**config.mk**
```make
export PLATFORM = sky130hd
export DESIGN_NAME = sequence_gen
export DESIGN_NICKNAME = d
export VERILOG_FILES = /design/src/rtl/sequence_gen.sv
export SDC_FILE = /design/constraint.sdc
export NUM_CORES = 1
export LEC_CHECK = 0
export ABC_CLOCK_PERIOD_IN_PS = 1500
export CAP_MARGIN = 30
export CORE_MARGIN = 8
export CORE_UTILIZATION = 36
export DETAILED_ROUTE_END_ITERATION = 10
export SLEW_MARGIN = 5
export SYNTH_ARGS = -nofsm -noshare
export SYNTH_HDL_FRONTEND = slang
export SYNTH_SLANG_ARGS = --single-unit
export TNS_END_PERCENT = 5
```
**constraint.sdc**
```tcl
create_clock -name clk_i -period 1.5 [get_ports clk_i]
set_input_delay 0.45 -clock clk_i [delete_from_list [all_inputs] [get_ports clk_i]]
set_output_delay 0.45 -clock clk_i [all_outputs]
set_load 0.005 [all_outputs]
```
**src/rtl/sequence_gen.sv**
```systemverilog
// Serial pattern transmitter: accepts a WIDTH-bit word on a ready/start handshake,
// shifts it out MSB-first with a valid qualifier, then idles for GAP cycles.
module sequence_gen #(
  parameter int WIDTH = 4,
  parameter int GAP   = 1
) (
  input  logic             clk_i,
  input  logic             rst_i,
  input  logic             start_i,
  input  logic [WIDTH-1:0] data_i,
  output logic             ready_o,
  output logic             x_o,
  output logic             valid_o,
  output logic             done_o
);

  localparam int CW = $clog2(WIDTH);
  localparam logic [CW-1:0] BIT_LOAD = CW'(WIDTH - 1);
  localparam logic [3:0]    GAP_LOAD = (GAP > 0) ? 4'(GAP - 1) : 4'd0;

  typedef enum logic [1:0] {
    S_IDLE = 2'b00,
    S_SEND = 2'b01,
    S_GAP  = 2'b10
  } state_e;

  state_e           state_q, state_d;
  logic [WIDTH-1:0] shreg_q, shreg_d;
  logic [CW-1:0]    bitcnt_q, bitcnt_d;
  logic [3:0]       gapcnt_q, gapcnt_d;
  logic             ready_q, ready_d;
  logic             x_q, x_d;
  logic             valid_q, valid_d;
  logic             done_q, done_d;

  // Next-state, datapath and next-output decode; outputs derive from next state only.
  always_comb begin
    state_d  = state_q;
    shreg_d  = shreg_q;
    bitcnt_d = bitcnt_q;
    gapcnt_d = gapcnt_q;
    case (state_q)
      S_IDLE: begin
        if (start_i) begin
          state_d  = S_SEND;
          shreg_d  = data_i;
          bitcnt_d = BIT_LOAD;
        end else begin
          state_d  = S_IDLE;
        end
      end
      S_SEND: begin
        shreg_d = {shreg_q[WIDTH-2:0], 1'b0};
        if (bitcnt_q == '0) begin
          bitcnt_d = '0;
          if (GAP > 0) begin
            state_d  = S_GAP;
            gapcnt_d = GAP_LOAD;
          end else begin
            state_d  = S_IDLE;
          end
        end else begin
          bitcnt_d = bitcnt_q - CW'(1);
        end
      end
      S_GAP: begin
        if (gapcnt_q == 4'd0) begin
          state_d = S_IDLE;
        end else begin
          gapcnt_d = gapcnt_q - 4'd1;
        end
      end
      default: begin
        state_d  = S_IDLE;
        shreg_d  = '0;
        bitcnt_d = '0;
        gapcnt_d = 4'd0;
      end
    endcase

    ready_d = (state_d == S_IDLE);
    valid_d = (state_d == S_SEND);
    x_d     = valid_d & shreg_d[WIDTH-1];
    done_d  = valid_d & (bitcnt_d == '0);
  end

  // State, datapath and output registers with synchronous active-low reset.
  always_ff @(posedge clk_i) begin
    if (!rst_i) begin
      state_q  <= S_IDLE;
      shreg_q  <= '0;
      bitcnt_q <= '0;
      gapcnt_q <= 4'd0;
      ready_q  <= 1'b1;
      x_q      <= 1'b0;
      valid_q  <= 1'b0;
      done_q   <= 1'b0;
    end else begin
      state_q  <= state_d;
      shreg_q  <= shreg_d;
      bitcnt_q <= bitcnt_d;
      gapcnt_q <= gapcnt_d;
      ready_q  <= ready_d;
      x_q      <= x_d;
      valid_q  <= valid_d;
      done_q   <= done_d;
    end
  end

  assign ready_o = ready_q;
  assign x_o     = x_q;
  assign valid_o = valid_q;
  assign done_o  = done_q;

endmodule
```
==> results.md <==
- CTS Buffer Depth: 2
- Worst Setup Start Kind: register
- Placed instance area: 892 sq um
- Commonest non-fill, non-tap cell in the layout: dfxtp_1
- Largest net degree at the start of global routing: 18
- Via density: 4.68
- PortBufs: 10
- Most frequent cells in the layout: 15 x dfxtp_1, 11 x nand2_1, 10 x nor2_1
- Critical Path AT: 1.64 ns
- Slew Viols, Final: 0
- Worst Setup End Kind: register
- Min cycle time layout: 1.46 ns
- Syn_area_per_cell: 8.52 sq um
- Pre-CTS setup slack: -0.303 ns
- Pwr dens: 901 nW/um^2
- Status: complete, no violations
- RSZ-0062 raised after global routing: yes
- First-pass GRT wire length: 2.53 mm
- Fillers: 207
- GRT overflow: 0
- Register area share after synthesis: 44.2%
- Vias in the first global route: 643
- GRT Total Usage: 9.04%
- Area of the core: 1920 sq um
- Net Count, Synth: 94
- DRT antenna net count: 0
- Achievable frequency: 685 MHz
- Design area: 916 sq um
- Synth warn: 0
- DR DRC count: 0
- Hold Crit Class: register to register
- Maximum VDD drop: 0.000576 V
- CTS tree: yes
- Skew final: 0.00102 ns
- Slew at the pin closest to its max-slew limit: 0.534 ns
- Post-Syn Area: 724 sq um
- Area grow syn2layout: 26.4%
- PnR Total Power: 0.825 mW
- Max cap viols: 0
- Die Wd: 60.9 um
- Row count: 16
- CTS root buf: clkbuf_4
- Starting DRT DRC Count: 8
- TritonRoute pass-1 iters: 4
- Initial antenna violation count: 0
- Static leakage: 0.368 nW
- Critical path class: register to register
- Worst-path clk slew: 0.08 ns
- Vias: 599
- H-tree depth: 1
- CTS buffer count: 3
- Hold Vio Cnt, Final: 0
- Crit path required time: 1.68 ns
- Yosys reg bits: 16
- Dpl hpwl: 1.03 mm
- Setup-failing EPs final: 0
- Initial core utilization: 37.7%
- Yosys cell types: 27
- Worst-Skew Late Latency: 0.27 ns
- Share of cells above drive strength 1: 16.8%
- WL per Instance: 10.2 um
- Ports: 11
- Routed Wire Length: 1.31 mm
- CTS Sinks: 16
- CP max FO: 3
- Die height: 60.9 um
- Slew headroom: 64.3%
- Die area: 3700 sq um
- Final period util: 97.3%
- Final Net Count: 112
- PnR worst setup slack: 0.0402 ns
- Cells after synthesis: 85
- Diode count: 0
- GP Congestion: 0.736
- CTS Hold Buffers Added: 0
[registers in the layout (all words and copies together), names as in the netlist]
| name | flops |
|---|---|
| x_o | 1 |
| valid_o | 1 |
| ready_o | 1 |
| done_o | 1 |
| bitcnt_q | 2 |
| state_q | 2 |
| gapcnt_q | 4 |
| shreg_q | 4 |
[layer usage]
layer / GRT usage, % / part of all wire (%)
met4: 5.98 / 0.92
met3: 2.33 / 4.1
met2: 16.0 / 50
met5: 0 / 0
met1: 9.11 / 45
[layout make-up]
type / instances / area (sq um) / area share, %
well taps: 27 / 33.8 / 3.69
multi-input cells: 62 / 379 / 41.4
repair buffers: 17 / 148 / 16.1
flip-flops and latches: 16 / 322 / 35.1
inverters: 3 / 11.3 / 1.23
clock buffers: 3 / 22.5 / 2.46
[Yosys cell counts (all sizes together)]
| master | instances | area [sq um] |
|---|---|---|
| inv | 3 | 11.3 |
| o32ai | 1 | 8.76 |
| a21boi | 2 | 15.0 |
| nand2 | 11 | 41.3 |
| nor2 | 10 | 37.5 |
| nand3b | 1 | 7.51 |
| nor2b | 4 | 25.0 |
| and3 | 2 | 12.5 |
| mux2i | 3 | 30.0 |
| o21a | 1 | 7.51 |
| or4b | 1 | 13.8 |
| buf | 3 | 15.0 |
| or3b | 1 | 11.3 |
| dfxtp | 16 | 320 |
| or3 | 2 | 12.5 |
| nor3 | 3 | 20.0 |
| o21ai | 6 | 30.0 |
| o22ai | 1 | 6.26 |
| ha | 2 | 25.0 |
| a21oi | 4 | 23.8 |
| nand2b | 1 | 6.26 |
| clkbuf | 1 | 3.75 |
| nor3b | 2 | 15.0 |
| and2 | 4 | 25.0 |
[cells by family (layout without fill, tap and decap cells)]
| group | count (synthesis) | in the layout | share of synthesized area [%] |
|---|---|---|---|
| flops | 16 | 16 | 44.2 |
| simple gates | 42 | 42 | 31.4 |
| buf+inv | 7 | 23 | 4.14 |
| compound gates | 15 | 15 | 12.6 |
| fa+ha+maj | 2 | 2 | 3.45 |
| mux | 3 | 3 | 4.15 |
[repair_timing]
action / 4_1_cts / 5_1_grt
setup buffers: 0 / 0
pin swaps: 0 / 0
endpoints found under the hold margin: 0 / 0
resized for setup: 4 / 4
endpoints found under the setup margin: 4 / 11
[critical path, stage by stage (launching register included)]
cell and delay (ns):
dfxtp_2 0.33, inv_1 0.07, ha_2 0.19, or3b_4 0.40, nand2_1 0.11, nor2_1 0.07
o21a_1 0.20
[power by group]
part	leakage [nW]	internal, mW	switching, mW
clock	0.0138	0.0929	0.120
sequential	0.132	0.451	0.0293
combinational	0.222	0.0759	0.0556
total	0.368	0.620	0.205
[per-stage QoR]
stage               instances  hold slack (ns)  TNS (ns)  util (%)
finish                    128            0.489         0      47.7
global placement          125            0.477     -1.90      46.4
detailed placement        125            0.489     -1.95      46.4
global route              128            0.531    -0.167      47.7
floorplan                  85            0.461         0         -
CTS                       128            0.502         0      47.3
[final timing paths]
kind,cells past startpoint,slack [ns],endpoint,start
worst min register to register,2,0.49,gapcnt_q[1],gapcnt_q[1]
worst min-delay path,2,0.49,gapcnt_q[1],gapcnt_q[1]
worst max-delay path,6,0.04,state_q[1],gapcnt_q[1]
worst max register to register,6,0.04,state_q[1],gapcnt_q[1]
(Power assumes the default switching activity.)
